**config.mk**
```make
export PLATFORM = sky130hd
export DESIGN_NAME = ram_row_decoder_seq
export DESIGN_NICKNAME = d
export VERILOG_FILES = /design/src/rtl/ram_row_decoder_seq.sv
export SDC_FILE = /design/constraint.sdc
export NUM_CORES = 1
export LEC_CHECK = 0
export CAP_MARGIN = 0
export CORE_MARGIN = 2
export CORE_UTILIZATION = 25
export CTS_BUF_LIST = sky130_fd_sc_hd__clkbuf_2
export DETAILED_ROUTE_END_ITERATION = 8
export GPL_TIMING_DRIVEN = 0
export PLACE_DENSITY = 0.46
export SYNTH_ARGS = -nofsm -noshare
export SYNTH_HDL_FRONTEND = slang
export SYNTH_SLANG_ARGS = --single-unit
```
**constraint.sdc**
```tcl
create_clock -name clk -period 1.9 [get_ports clk]
set_input_delay 0.38 -clock clk [delete_from_list [all_inputs] [get_ports clk]]
set_output_delay 0.38 -clock clk [all_outputs]
set_load 0.03 [all_outputs]
```
**src/rtl/ram_row_decoder_seq.sv**
```systemverilog
// ram_row_decoder_seq: registered one-hot row decoder with a built-in array clear sequencer
module ram_row_decoder_seq #(
  parameter int ROWS = 32,
  localparam int ADDR_W = $clog2(ROWS)
) (
  input  logic              clk,
  input  logic              rst_n,
  input  logic              en,
  input  logic [ADDR_W-1:0] addr,
  input  logic              we_in,
  input  logic              re_in,
  input  logic              clr_start,
  input  logic              clr_abort,
  output logic [ROWS-1:0]   sel,
  output logic              we_out,
  output logic              re_out,
  output logic              clr_busy,
  output logic              clr_done,
  output logic              addr_err
);
  localparam int CW = ADDR_W + 1;
  localparam logic [ROWS-1:0] ONE = ROWS'(1);
  localparam logic [1:0] S_IDLE = 2'd0, S_CLEAR = 2'd1, S_DONE = 2'd2;
  logic [1:0] state_q, state_d;
  logic [CW-1:0] cnt_q, cnt_d;
  logic [ROWS-1:0] sel_q, sel_d;
  logic we_q, we_d, re_q, re_d, busy_q, busy_d, done_q, done_d, err_q, err_d;
  logic in_range;
  // widened so the compare stays meaningful when ROWS is a power of two
  assign in_range = CW'(addr) < CW'(ROWS);
  always_comb begin
    state_d = state_q;
    cnt_d = cnt_q;
    sel_d = '0;
    we_d = 1'b0;
    re_d = 1'b0;
    busy_d = 1'b0;
    done_d = 1'b0;
    err_d = 1'b0;
    case (state_q)
      S_IDLE:
        if (clr_start) begin
          state_d = S_CLEAR;
          sel_d = ONE;
          we_d = 1'b1;
          busy_d = 1'b1;
          cnt_d = CW'(1);
        end else if (en) begin
          if (in_range) begin
            sel_d = ONE << addr;
            we_d = we_in;
            re_d = re_in & ~we_in;
          end else err_d = 1'b1;
        end
      S_CLEAR:
        if (clr_abort) begin
          state_d = S_IDLE;
          cnt_d = '0;
        end else if (cnt_q < CW'(ROWS)) begin
          sel_d = ONE << cnt_q;
          we_d = 1'b1;
          busy_d = 1'b1;
          cnt_d = cnt_q + CW'(1);
        end else begin
          state_d = S_DONE;
          done_d = 1'b1;
          cnt_d = '0;
        end
      default: state_d = S_IDLE;
    endcase
  end
  always_ff @(posedge clk or negedge rst_n) begin
    if (!rst_n) begin
      state_q <= S_IDLE;
      cnt_q <= '0;
      sel_q <= '0;
      we_q <= 1'b0;
      re_q <= 1'b0;
      busy_q <= 1'b0;
      done_q <= 1'b0;
      err_q <= 1'b0;
    end else begin
      state_q <= state_d;
      cnt_q <= cnt_d;
      sel_q <= sel_d;
      we_q <= we_d;
      re_q <= re_d;
      busy_q <= busy_d;
      done_q <= done_d;
      err_q <= err_d;
    end
  end
  assign sel = sel_q;
  assign we_out = we_q;
  assign re_out = re_q;
  assign clr_busy = busy_q;
  assign clr_done = done_q;
  assign addr_err = err_q;
endmodule

```
==> flow_summary.json, run 1 <==
{
  "synthFlopType": "dfrtp_1",
  "crit_required_ps": 2220,
  "die_h_um": 90.0,
  "synth_top_area_cell": "dfrtp_1",
  "cp.arrival_ps": 2190,
  "pin_count": 49,
  "multi_input_area_um2": 694,
  "synth_compound_area_share_pct": 15.8,
  "place_hpwl_um": 3450,
  "p_total_mw": 1.69,
  "initial_core_util_pct": 25.6,
  "track_usage_pct": 11.9,
  "drive_gt1_share_pct": 12.8,
  "seq_area_frac_synth_pct": 59.5,
  "nets": 236,
  "grt_first_pass_wirelength_um": 7600,
  "wl_per_cell_um": 15.0,
  "worstMarginPinSlew_ps": 550,
  "grt_max_degree": 40,
  "crit-reg2reg-launch": "cnt_q[5]$_DFFE_PN0P_",
  "pre_cts_ws_ps": -443,
  "syn-cell-area_um2": 1850,
  "synth_fa_ha_area_share_pct": 4.06,
  "antenna_found_initial": 0,
  "muxShareOfSynthArea_pct": 0,
  "endpoint_kind": "register",
  "vias_per_cell": 4.60,
  "final_common_cell": "dfrtp_1",
  "n_fill_cell": 742,
  "n_antenna_cell": 0,
  "htreeDepth": 2,
  "final_cell_mix": "43 x dfrtp_1, 38 x clkdlybuf4s50_1, 27 x o22ai_1",
  "cts_tree": "done",
  "drt_iter0_drc": 79,
  "postLayoutCoreUtil_pct": 35.3,
  "ys_seq_elements": 44,
  "cp_num_buf_inv": 2,
  "num_vias": 1457,
  "synth_warnings": 0,
  "ant_nets": 0,
  "netlist_instances": 161,
  "power_density_nw_per_um2": 665,
  "slew_headroom_pct": 63.2,
  "setup_viol": 0,
  "crit_chain": "clkdlybuf4s50_1 -> or4b_1 -> buf_2 -> or3_1 -> o22ai_1",
  "crit_fanout": 9,
  "synth-xor-area-share_pct": 0.474,
  "cts-root-buf": "clkbuf_2",
  "ys_top_cells_by_area": "dfrtp_1 60%, o22ai_1 9.1%, ha_1 4.1%, or3_1 2.7%, nand2_1 2.6%",
  "globalplace.congestion": 0.884,
  "maxCapViolCount": 0,
  "status": "completed",
  "placedCellCount": 307,
  "cpPeakStageDelay_ps": 520,
  "peakVddDrop_v": 0.000259,
  "fin_cells": 317,
  "finalCritPeriodShare_pct": 98.4,
  "wirelength_um": 4750,
  "synth_cell_types": 34,
  "area_growth_pct": 37.6,
  "num_rows": 31,
  "avgSynthCellArea_um2": 11.5,
  "period_needed_ps": 1870,
  "fp.dieW_um": 90.0,
  "numCtsBuffers": 5,
  "clkLatencyLatePin_ps": 400,
  "syn_nets": 179,
  "rsz0062_at_grt": "no",
  "fin_ws_ps": 30.8,
  "drt_first_pass_iters": 4,
  "worstSetupPathType": "primary input to register",
  "critPathLaunch": "clr_start",
  "cp_slowest_cell": "clkdlybuf4s50_1",
  "overflow": 0,
  "clock-sinks": 44,
  "die_area_um2": 8100,
  "clk_pin_slew_ps": 230,
  "min_path_type": "primary input to async pin",
  "seqCellArea_um2": 1100,
  "synthSimpleGateAreaFrac_pct": 16.1,
  "final_max_slew_viol_count": 0,
  "synth_async_sr_flop_share_pct": 100,
  "synth_top_area_share_pct": 59.5,
  "port_buffers": 46,
  "grt_pass1_vias": 1409,
  "skew_ps": 25.2,
  "synth_top_family_by_area": "simple AND/OR/NAND/NOR gates",
  "drc": 0,
  "crit_family": "simple AND/OR/NAND/NOR gates",
  "max_freq_ghz": 0.535,
  "hold_viol_final": 0,
  "p_leak_nw": 1.15,
  "synth_edf_count": 0,
  "clock_path_buffers": 2,
  "startpoint_type": "primary input",
  "core_area_um2": 7210
}
per-stage QoR:
stage | setup TNS, ps | area [um2] | hold slack, ps
after global placement | -45660 | 2430 | 571
final | 0 | 2540 | 304
after floorplan | 0 | 1850 | 84.4
after global routing | 0 | 2540 | 263
after detailed placement | -11780 | 2450 | 220
after CTS | 0 | 2510 | 274
sequential cells by signal, summed over array words and instances (netlist names):
signal and flops:
sel 32, clr_done 1, clr_busy 1, cnt_q 6, state_q 2, we_out 1
re_out 1
path summary, 6_finish.rpt:
path	endpoint	slack [ps]	cells past startpoint
max	sel[28]$_DFF_PN0_	30	5
min	sel[17]$_DFF_PN0_	300	2
min reg2reg	cnt_q[5]$_DFFE_PN0P_	570	2
max in group asynchronous	sel[8]$_DFF_PN0_	1130	3
max reg2reg	sel[15]$_DFF_PN0_	80	4
min in group clk	sel[18]$_DFF_PN0_	450	3
timing repair:
item	4_1_cts	5_1_grt
hold buffers	1	0
resized for setup	2	9
endpoints found under the hold margin	15	0
buffers inserted	0	2
endpoints found under the setup margin	17	15
worst reg2reg max path, cell delays in order (launching register included):
cell and delay (ps):
dfrtp_2 480, or4b_4 560, or3_1 320, buf_2 180, o22ai_1 190
area by class of cell:
type / instances / share of cell area, %
tap: 99 / 4.87
multi-input combinational: 101 / 27.3
clock buffer: 6 / 1.18
sequential: 44 / 43.3
buffer: 8 / 1.62
inverter: 8 / 1.18
clock inverter: 1 / 0.197
timing repair buffer: 50 / 20.4
report_power, final:
group	internal [mW]	leakage [nW]	switching [mW]
logic	0.124	0.523	0.193
registers	0.968	0.601	0.0257
clock network	0.0881	0.0288	0.292
cells by family after synthesis:
logic type / after synthesis
flip-flops: 44
adder cells (fa/ha/maj): 6
buffers and inverters: 16
AO/OA/AOI/OAI: 45
AND/OR/NAND/NOR: 48
XOR/XNOR: 1
other: 1
per-layer routing:
layer  up-vias  global-route usage (%)  part of all wire [%]
li1        707                       -                     -
met1       693                    15.7                    45
met2        55                    18.5                    48
met3         2                    3.69                   6.7
met4         0                    4.23                  0.55
met5         -                       0                     0
Yosys cell counts (3+ instances only):
| cell | count |
|---|---|
| a21oi_1 | 4 |
| buf_2 | 3 |
| dfrtp_1 | 44 |
| ha_1 | 6 |
| inv_1 | 8 |
| nand2_1 | 13 |
| nand2b_1 | 5 |
| nand3_1 | 4 |
| nor2_1 | 3 |
| o21ai_0 | 4 |
| o22ai_1 | 27 |
| o32ai_1 | 4 |
| or3_1 | 8 |
Power figures use the tool's default switching activity.
==> run 2, diff against run 1 <==
- CAP_MARGIN: 0 -> 20
- SETUP_SLACK_MARGIN: unset -> 0.3
==> run 2 against run 1 <==
Die area did not move. Non-clock buffer count rose by 2. Sequential power barely moved. Critical path type is now register to register. Largest cell class unchanged. Global-route usage rose by 0.89 points.
==> flow_summary.json, run 2 (synthesized netlist as in run 1, its figures left out) <==
{
  "status": "completed",
  "final_common_cell": "dfrtp_1",
  "nets": 238,
  "cts_tree": "done",
  "num_rows": 31,
  "grt_first_pass_wirelength_um": 8310,
  "rsz0062_at_grt": "yes",
  "cp_slowest_cell": "or4b_4",
  "final_cell_mix": "43 x dfrtp_1, 19 x clkbuf_2, 18 x o22ai_2",
  "wirelength_um": 5140,
  "pin_count": 49,
  "cts-root-buf": "clkbuf_2",
  "drt_first_pass_iters": 4,
  "hold_viol_final": 0,
  "clkLatencyLatePin_ps": 410,
  "drive_gt1_share_pct": 34.8,
  "largest_reg_flops": 32,
  "n_fill_cell": 741,
  "port_buffers": 46,
  "p_leak_nw": 1.19,
  "num_vias": 1507,
  "worstSetupPathType": "register to register",
  "numCtsBuffers": 5,
  "endpoint_kind": "register",
  "clk_pin_slew_ps": 230,
  "period_needed_ps": 1760,
  "startpoint_type": "register",
  "fp.dieW_um": 90.0,
  "maxCapViolCount": 0,
  "drt_iter0_drc": 52,
  "cpPeakStageDelay_ps": 540,
  "crit_required_ps": 2250,
  "grt_max_degree": 31,
  "place_hpwl_um": 3560,
  "cp.arrival_ps": 2110,
  "postLayoutCoreUtil_pct": 37.9,
  "skew_ps": 10.4,
  "finalCritPeriodShare_pct": 92.7,
  "die_area_um2": 8100,
  "area_growth_pct": 47.9,
  "power_density_nw_per_um2": 690,
  "htreeDepth": 2,
  "initial_core_util_pct": 25.6,
  "antenna_found_initial": 0,
  "overflow": 0,
  "final_max_slew_viol_count": 0,
  "hold_ws_ps": 368,
  "globalplace.congestion": 0.878,
  "n_antenna_cell": 0,
  "crit_fanout": 5,
  "track_usage_pct": 12.8,
  "setup_viol": 0,
  "clock_path_buffers": 2,
  "min_path_type": "primary input to async pin",
  "grt_pass1_vias": 1560,
  "ant_nets": 0,
  "vias_per_cell": 4.71,
  "max_freq_ghz": 0.568,
  "drc": 0,
  "peakVddDrop_v": 0.000293,
  "wl_per_cell_um": 16.1,
  "crit_chain": "or4b_4 -> buf_6 -> or4_4 -> o21ai_2",
  "clock-sinks": 44,
  "die_h_um": 90.0,
  "core_area_um2": 7210,
  "reg2reg_slack_ps": 140
}
run 2: critical path, delay by kind of cell (launching register included):
kind,cells,cell delay [ps]
AND/OR/NAND/NOR,2,1020
flip-flops,1,450
buffers and inverters,1,150
AO/OA/AOI/OAI,1,90
run 2: cell type report:
type                    instances  area, um2  area share [%]
clock buffers                   5       25.0           0.915
multi-input cells             101        918            33.6
clock inverters                 3       42.5            1.56
repair buffers                 52        432            15.8
plain buffers                   8       61.3            2.24
well taps                      99        124            4.53
inverters                       8       30.0            1.10
flip-flops and latches         44       1100            40.3
run 2: per-stage QoR:
| stage | area [um2] | setup TNS, ps | power [mW] | setup WS (ps) | instances |
|---|---|---|---|---|---|
| floorplan | 1870 | 0 | 1.19 | 272 | 161 |
| global placement | 2460 | -46650 | 1.33 | -738 | 306 |
| detailed placement | 2470 | -14400 | 1.33 | -544 | 307 |
| CTS | 2700 | 0 | 1.90 | 157 | 319 |
| global route | 2740 | 0 | 1.97 | 104 | 320 |
| finish | 2740 | 0 | 1.89 | 139 | 320 |
run 2: repair_timing:
item | CTS | global route
buffers inserted | 2 | 1
gates cloned | 1 | 0
endpoints found under the setup margin | 71 | 62
pin swaps | 14 | 5
hold endpoints to repair | 14 | 0
gates resized for setup | 69 | 56
hold buffers | 1 | 0
run 2: routing by layer:
layer  vias up  wire, um  GRT usage (%)
li1        709         -              -
met5         -         0              0
met1       736      2290           15.9
met3         9       233           3.19
met2        53      2510           21.7
met4         0       106           4.36
run 2: final timing paths:
path | startpoint | end | cells past startpoint
max | state_q[0]$_DFFE_PN0P_ | sel[9]$_DFF_PN0_ | 4
min | rst_n | sel[31]$_DFF_PN0_ | 2
max reg2reg | state_q[0]$_DFFE_PN0P_ | sel[9]$_DFF_PN0_ | 4
min reg2reg | cnt_q[1]$_DFFE_PN0P_ | cnt_q[1]$_DFFE_PN0P_ | 1
max in group asynchronous | rst_n | cnt_q[2]$_DFFE_PN0P_ | 3
min in group clk | clr_abort | state_q[1]$_DFFE_PN0P_ | 2
run 2: report_power, final:
part	switching [mW]	internal [mW]	total, mW	leakage (nW)
Sequential	0.0255	0.969	0.994	0.601
Combinational	0.223	0.139	0.361	0.546
Clock	0.311	0.221	0.532	0.0406
